--- src/rtl/usb_rx_bit_unstuffer_if.sv ---
// Purpose: bundles the NRZ bit input and the byte/status outputs of the USB RX unstuffer.
// Latency: none (wiring only).
// Backpressure: none; the receive stream is paced by i_valid and cannot be stalled.
interface usb_rx_bit_unstuffer_if;
    logic       i_data;
    logic       i_valid;
    logic       i_start;
    logic       i_eop;
    logic [7:0] o_byte;
    logic       o_byte_valid;
    logic       o_stuff_err;
    logic       o_eop;
    logic       o_align_err;
    logic       o_active;

    // Producer side: NRZI decoder / packet-layer testbench
    modport master (
        output i_data, i_valid, i_start, i_eop,
        input  o_byte, o_byte_valid, o_stuff_err, o_eop, o_align_err, o_active
    );

    // Unstuffer side
    modport slave (
        input  i_data, i_valid, i_start, i_eop,
        output o_byte, o_byte_valid, o_stuff_err, o_eop, o_align_err, o_active
    );
endinterface

--- src/rtl/usb_rx_bit_unstuffer.sv ---
// Purpose: drops stuffed zeros from the NRZ stream, flags stuff violations, packs bytes LSB-first.
// Latency: all outputs registered; byte/stuff/eop strobes one cycle after the causing input.
// Backpressure: none; bits are consumed only when i_valid is high, gaps hold all state.
module usb_rx_bit_unstuffer #(
    parameter int STUFF_LEN = 6,
    parameter int SYNC_ONES = 2
) (
    input  logic                  i_clk,
    input  logic                  i_rst,
    usb_rx_bit_unstuffer_if.slave bus
);
    localparam int OW = $clog2(STUFF_LEN + 1);

    typedef enum logic [1:0] {IDLE, RUN, SKIP, ERR} state_t;

    state_t          state_q, state_d;
    logic [OW-1:0]   ones_cnt_q, ones_cnt_d;
    logic [2:0]      bit_cnt_q, bit_cnt_d;
    logic [7:0]      shift_q, shift_d;
    logic [7:0]      byte_q, byte_d;
    logic            byte_valid_q, byte_valid_d;
    logic            stuff_err_q, stuff_err_d;
    logic            eop_q, eop_d;
    logic            align_err_q, align_err_d;

    logic [OW-1:0]   ones_inc;
    logic [7:0]      shift_in;

    assign ones_inc = ones_cnt_q + OW'(1);
    assign shift_in = {bus.i_data, shift_q[7:1]};

    // Next state: bit processing first, then end-of-packet, then start (start wins on the state).
    always_comb begin
        state_d      = state_q;
        ones_cnt_d   = ones_cnt_q;
        bit_cnt_d    = bit_cnt_q;
        shift_d      = shift_q;
        byte_d       = byte_q;
        byte_valid_d = 1'b0;
        stuff_err_d  = 1'b0;
        eop_d        = 1'b0;
        align_err_d  = 1'b0;

        // A bit arriving with i_start is the tail of SYNC and is never data.
        if (bus.i_valid && !bus.i_start) begin
            case (state_q)
                RUN: begin
                    shift_d   = shift_in;
                    bit_cnt_d = bit_cnt_q + 3'd1;
                    if (bit_cnt_q == 3'd7) begin
                        byte_d       = shift_in;
                        byte_valid_d = 1'b1;
                    end
                    if (bus.i_data) begin
                        ones_cnt_d = ones_inc;
                        if (ones_inc == OW'(STUFF_LEN)) begin
                            state_d = SKIP;
                        end
                    end else begin
                        ones_cnt_d = '0;
                    end
                end
                SKIP: begin
                    if (!bus.i_data) begin
                        ones_cnt_d = '0;
                        state_d    = RUN;
                    end else begin
                        stuff_err_d = 1'b1;
                        state_d     = ERR;
                    end
                end
                default: ;
            endcase
        end

        // Alignment is judged on the post-bit position, so a byte finished by the
        // same-cycle bit ends cleanly; once in ERR the byte position is meaningless.
        if (bus.i_eop) begin
            eop_d = 1'b1;
            if (state_q != IDLE) begin
                align_err_d = (state_d != ERR) && (bit_cnt_d != 3'd0);
                state_d     = IDLE;
                ones_cnt_d  = '0;
                bit_cnt_d   = '0;
                shift_d     = '0;
            end
        end

        // Arm (or re-arm, dropping any partial byte); SYNC's trailing ones count toward stuffing.
        if (bus.i_start) begin
            state_d    = RUN;
            ones_cnt_d = OW'(SYNC_ONES);
            bit_cnt_d  = '0;
            shift_d    = '0;
        end
    end

    // State, counters and registered outputs.
    always_ff @(posedge i_clk or posedge i_rst) begin
        if (i_rst) begin
            state_q      <= IDLE;
            ones_cnt_q   <= '0;
            bit_cnt_q    <= '0;
            shift_q      <= '0;
            byte_q       <= '0;
            byte_valid_q <= 1'b0;
            stuff_err_q  <= 1'b0;
            eop_q        <= 1'b0;
            align_err_q  <= 1'b0;
        end else begin
            state_q      <= state_d;
            ones_cnt_q   <= ones_cnt_d;
            bit_cnt_q    <= bit_cnt_d;
            shift_q      <= shift_d;
            byte_q       <= byte_d;
            byte_valid_q <= byte_valid_d;
            stuff_err_q  <= stuff_err_d;
            eop_q        <= eop_d;
            align_err_q  <= align_err_d;
        end
    end

    assign bus.o_byte       = byte_q;
    assign bus.o_byte_valid = byte_valid_q;
    assign bus.o_stuff_err  = stuff_err_q;
    assign bus.o_eop        = eop_q;
    assign bus.o_align_err  = align_err_q;
    assign bus.o_active     = (state_q != IDLE);
endmodule
--- src/flat_wrapper.sv ---
// flat-port wrapper written by rule: the top's interface ports become plain ports
module usb_rx_bit_unstuffer_flat 
#(
    parameter int STUFF_LEN = 6,
    parameter int SYNC_ONES = 2
)
  (i_clk, i_rst, bus_i_data, bus_i_valid, bus_i_start, bus_i_eop, bus_o_byte, bus_o_byte_valid, bus_o_stuff_err, bus_o_eop, bus_o_align_err, bus_o_active);
  usb_rx_bit_unstuffer_if bus_i ();
  input  logic i_clk;
  input  logic i_rst;
  input wire logic [$bits(bus_i.i_data)-1:0] bus_i_data;
  input wire logic [$bits(bus_i.i_valid)-1:0] bus_i_valid;
  input wire logic [$bits(bus_i.i_start)-1:0] bus_i_start;
  input wire logic [$bits(bus_i.i_eop)-1:0] bus_i_eop;
  output wire logic [$bits(bus_i.o_byte)-1:0] bus_o_byte;
  output wire logic [$bits(bus_i.o_byte_valid)-1:0] bus_o_byte_valid;
  output wire logic [$bits(bus_i.o_stuff_err)-1:0] bus_o_stuff_err;
  output wire logic [$bits(bus_i.o_eop)-1:0] bus_o_eop;
  output wire logic [$bits(bus_i.o_align_err)-1:0] bus_o_align_err;
  output wire logic [$bits(bus_i.o_active)-1:0] bus_o_active;
  assign bus_i.i_data = bus_i_data;
  assign bus_i.i_valid = bus_i_valid;
  assign bus_i.i_start = bus_i_start;
  assign bus_i.i_eop = bus_i_eop;
  assign bus_o_byte = bus_i.o_byte;
  assign bus_o_byte_valid = bus_i.o_byte_valid;
  assign bus_o_stuff_err = bus_i.o_stuff_err;
  assign bus_o_eop = bus_i.o_eop;
  assign bus_o_align_err = bus_i.o_align_err;
  assign bus_o_active = bus_i.o_active;
  usb_rx_bit_unstuffer #(.STUFF_LEN(STUFF_LEN), .SYNC_ONES(SYNC_ONES)) u_core (.i_clk(i_clk), .i_rst(i_rst), .bus(bus_i));
endmodule
--- config.mk ---
export PLATFORM = sky130hd
export DESIGN_NAME = usb_rx_bit_unstuffer_flat
export DESIGN_NICKNAME = d
export VERILOG_FILES = /design/src/rtl/usb_rx_bit_unstuffer_if.sv /design/src/rtl/usb_rx_bit_unstuffer.sv /design/src/flat_wrapper.sv
export SDC_FILE = /design/constraint.sdc
export NUM_CORES = 1
export LEC_CHECK = 0
export CORE_ASPECT_RATIO = 1.75
export CORE_MARGIN = 1
export CORE_UTILIZATION = 52
export DETAILED_ROUTE_END_ITERATION = 10
export PLACE_DENSITY = 0.83
export REMOVE_ABC_BUFFERS = 1
export SETUP_SLACK_MARGIN = 0.2
export SYNTH_ARGS = -nofsm -noshare
export SYNTH_HDL_FRONTEND = slang
export SYNTH_SLANG_ARGS = --single-unit
--- constraint.sdc ---
create_clock -name i_clk -period 2.35 [get_ports i_clk]
set_input_delay 0.47 -clock i_clk [delete_from_list [all_inputs] [get_ports i_clk]]
set_output_delay 0.47 -clock i_clk [all_outputs]
set_load 0.01 [all_outputs]
==> summary by stage <==
Timing
The fmax is 0.484 GHz. At the pin with the least slew margin, the transition time is around 460 ps. The relative max-transition margin is 0.691. The clock arrives with roughly 3.0 ps of skew. The post-route clock period utilization is 0.880. Setup repair after global routing left no endpoint under its margin. The number of setup violations in the final report is 0. The count of final max-slew check failures came to 0. The minimum clock period is roughly 2100 ps. Summed over all failing endpoints, the final setup total negative slack is 0 ps.

The number of failing hold endpoints at the final stage is 0. In the post-route analysis, the smallest setup slack over all paths is 283 ps.

Worst hold path
The worst hold endpoint is u_core.bus.o_byte[2]. The worst min-delay path class is flip-flop to flip-flop. The beginning of the worst hold path is u_core.bus.o_byte[2].

Counting instances, the worst hold path has a depth of 1.

Logic synthesis
Summing every instance area after synthesis gives 1260 um2. The sequential cell area fraction in the yosys report is 0.535. In this run the mean area of a mapped cell was 11.2 um2.

The netlist uses 31 different library cells. Synthesis handed over a netlist of between 100 and 150 instances. During synthesis, Yosys emitted a total of 0 warnings.

The number of flip-flops and latches in the synthesized netlist is 27.

Worst setup path
Together, buffers and inverters on the worst path number 3. Along the worst path, the maximum fanout reaches 4. The worst setup path is launched from a flip-flop. The worst register-to-register path has a setup slack of 460 ps.

The origin of the critical flop-to-flop path is u_core.state_q[0]. The capturing element type of the critical path is an output pin. Broken down by cell family, the worst path's largest delay share belongs to buffers and inverters. The timing startpoint of the critical path is u_core.state_q[0]. The required time of the worst setup path is about 1900 ps. The endpoint of the lowest-slack register-to-register path is u_core.bus.o_align_err. The highest-delay cell along the critical path is clkdlybuf4s50_1.

The cell depth of the worst flop-to-flop path is 6. The critical path goes through inv_1, ha_1, inv_1, clkdlybuf4s50_1. In this design, the stage delay of the slowest critical-path cell is 530 ps. The arrival time reported for the critical path endpoint is 1600 ps. The worst setup path is of the flip-flop to output pin kind. In this design, the critical path's most frequently occurring cell is inv_1.

Route
In this run the remaining antenna-violating nets after routing total 0. After detailed routing, the number of remaining DRC violations is 0. In this run, the number of DRC markers left after iteration 0 of detailed routing was 19.

The detailed router placed 912 vias in this run. After detailed routing, the number of vias per cell comes to 5.63. The routed wirelength normalized by instance count is 15.2 um. The detailed-router iteration count before antenna repair is 4. Summed over all layers, the routed wires come to 2.46 mm.

Clock tree
Clock tree synthesis selected as its root buffer the cell clkbuf_8. The CTS sink count is 27. The CTS tree is built. The total CTS buffers is 3.

For the worst-skew pair, the clock arrives at the later sink with an insertion delay of around 270 ps. The maximum buffer depth of the clock tree is 2. After clock tree synthesis, the clock-pin slew on the worst setup and hold paths is 90 ps. The count of instances resized after the clock tree is built is 0.

The deepest level of the CTS H-tree is 1.

Die
The die area is 2640 um2. The count of boundary I/O pins is 19. The floorplan has 23 rows.

The horizontal die dimension is ~39 um. The initial cell density of the core is 0.549. The region available for standard cell placement spans 2300 um2. The floorplan step set the die height to around 67 um.

Layout
Counting the fill cells in the layout gives approximately 180. The synthesis-to-finish area growth is 22.3%. The most frequent standard cell in the layout excluding fill and tap cells is dfrtp_1. The antenna diode instance count is 0. In the layout the commonest cells are dfrtp_1 (27), nand2_1 (22), clkdlybuf4s50_1 (18). At the end of the flow, the number of nets in the layout was 151. Of the cells placed in the final design, the portion with a size suffix greater than 1 is 0.168.

Power and ir drop
The sequential group share of total power is 0.573. The internal power of the cells totals 0.634 mW. The share of total power dissipated in combinational logic is 0.116. The power density normalized to cell area is ~540 nW/um2. The worst ir drop on vdd is approximately 0.00044 V.

The power dissipated by switching net loads is 0.199 mW. The clock network fraction of design power is 0.311. Of the total power, the share spent switching nets is 0.239. The analysis attributes to cell leakage a power of 0.731 nW.

Global routing
The via count of the first global-routing pass is between 900 and 1k. The number of antenna violations at the first check in global routing was 0. The global-route usage over all layers is 0.228. The wire length of the first global-routing pass is 4.06 mm. The total overflow reported by the global router is 0. Entering global routing, the biggest net connects 28 pins.

Placement
The worst slack at placement is 213 ps. Once detailed placement completed, the half-perimeter wirelength came to approximately 1.9 mm. In this run the tool buffered the top-level ports with 18 buffer cells.

The congestion estimate from routability-driven global placement came to 0.769.

Status
The flow ran to the end, and the final reports show no timing, DRC or antenna violations.

Run
The number of maximum-capacitance violations is 0.
[stage by stage]
step | utilization | hold WS [ps] | power (mW) | instances | cell area (um2)
floorplan | - | 481 | 0.541 | 110 | 1250
global placement | 0.648 | 487 | 0.578 | 157 | 1490
detailed placement | 0.648 | 498 | 0.582 | 157 | 1490
CTS | 0.668 | 519 | 0.835 | 161 | 1540
global route | 0.671 | 529 | 0.868 | 162 | 1550
finish | 0.671 | 516 | 0.834 | 162 | 1550
[layer usage]
metal / share of wire / vias up / GRT usage
met5: 0 / - / 0
met4: 0.022 / 0 / 0.108
met3: 0.030 / 7 / 0.0329
met2: 0.60 / 22 / 0.423
met1: 0.35 / 449 / 0.233
li1: - / 434 / -
[worst register-to-register path: stages (launching register included)]
cell and delay (ps):
dfrtp_1 420, inv_1 90, ha_1 390, nand3b_4 100
mux2_4 300, a31o_1 200, a2111oi_2 290
[power groups by stage]
stage | clock (mW) | combinational [mW] | sequential [mW]
3_3_place_gp | 0 | 0.0918 | 0.486
5_1_grt | 0.282 | 0.108 | 0.478
6_report | 0.259 | 0.0970 | 0.478
3_5_place_dp | 0 | 0.0947 | 0.487
4_1_cts | 0.262 | 0.0954 | 0.478
2_1_floorplan | 0 | 0.0547 | 0.486
[area by class of cell]
cell class	instances	area, um2	share of cell area
Clock inverter	1	5.00	0.00324
Inverter	6	22.5	0.0146
Multi-Input combinational cell	77	552	0.357
Timing Repair Buffer	23	218	0.141
Sequential cell	27	676	0.437
Tap cell	25	31.3	0.0202
Clock buffer	3	41.3	0.0267
[what timing repair did]
action / CTS / global route
buffers inserted: 0 / 1
hold buffers: 0 / 0
setup endpoints to repair: 0 / 1
[worst max-delay path by stage]
stage	end	slack, ps	cells after the start
after floorplan	u_core.bus.o_align_err	620	6
after global placement	u_core.bus.o_align_err	250	5
after detailed placement	u_core.bus.o_align_err	210	5
after CTS	bus_o_active	260	4
after global routing	bus_o_active	200	4
final	bus_o_active	280	4
[synth_stat cells, drive strengths merged]
library cell | number | area (um2)
mux2 | 9 | 105
buf | 1 | 5.00
inv | 6 | 22.5
nand3b | 2 | 27.5
dfrtp | 27 | 676
ha | 7 | 87.6
a21o | 1 | 7.51
and3b | 2 | 17.5
a41oi | 1 | 8.76
nor3b | 3 | 22.5
nand2 | 23 | 88.8
nor2b | 2 | 12.5
or2 | 2 | 12.5
o2111ai | 1 | 8.76
a2111oi | 1 | 15.0
a2bb2oi | 1 | 8.76
nor2 | 2 | 7.51
o21bai | 1 | 7.51
xor2 | 1 | 8.76
a31o | 1 | 8.76
nor4 | 1 | 6.26
a21oi | 11 | 55.1
a211oi | 1 | 7.51
nand3 | 2 | 10.0
clkbuf | 2 | 8.75
nor4b | 1 | 8.76
xnor2 | 1 | 8.76
[cells by family after synthesis]
| kind of cell | Yosys count | synth area share |
|---|---|---|
| xor+xnor | 2 | 0.0139 |
| mux | 9 | 0.0832 |
| simple gates | 40 | 0.169 |
| buf+inv | 9 | 0.0287 |
| compound gates | 19 | 0.101 |
| fa+ha+maj | 7 | 0.0693 |
| flops | 27 | 0.535 |
[state kept, by name, indices dropped and copies added (netlist names)]
register	flops
u_core.bus.o_byte_valid	1
u_core.state_q	2
u_core.shift_q	7
u_core.bus.o_stuff_err	1
u_core.bit_cnt_q	3
u_core.bus.o_align_err	1
u_core.bus.o_byte	8
u_core.bus.o_eop	1
u_core.ones_cnt_q	3
Note: power is estimated with default switching activity, not from simulation.
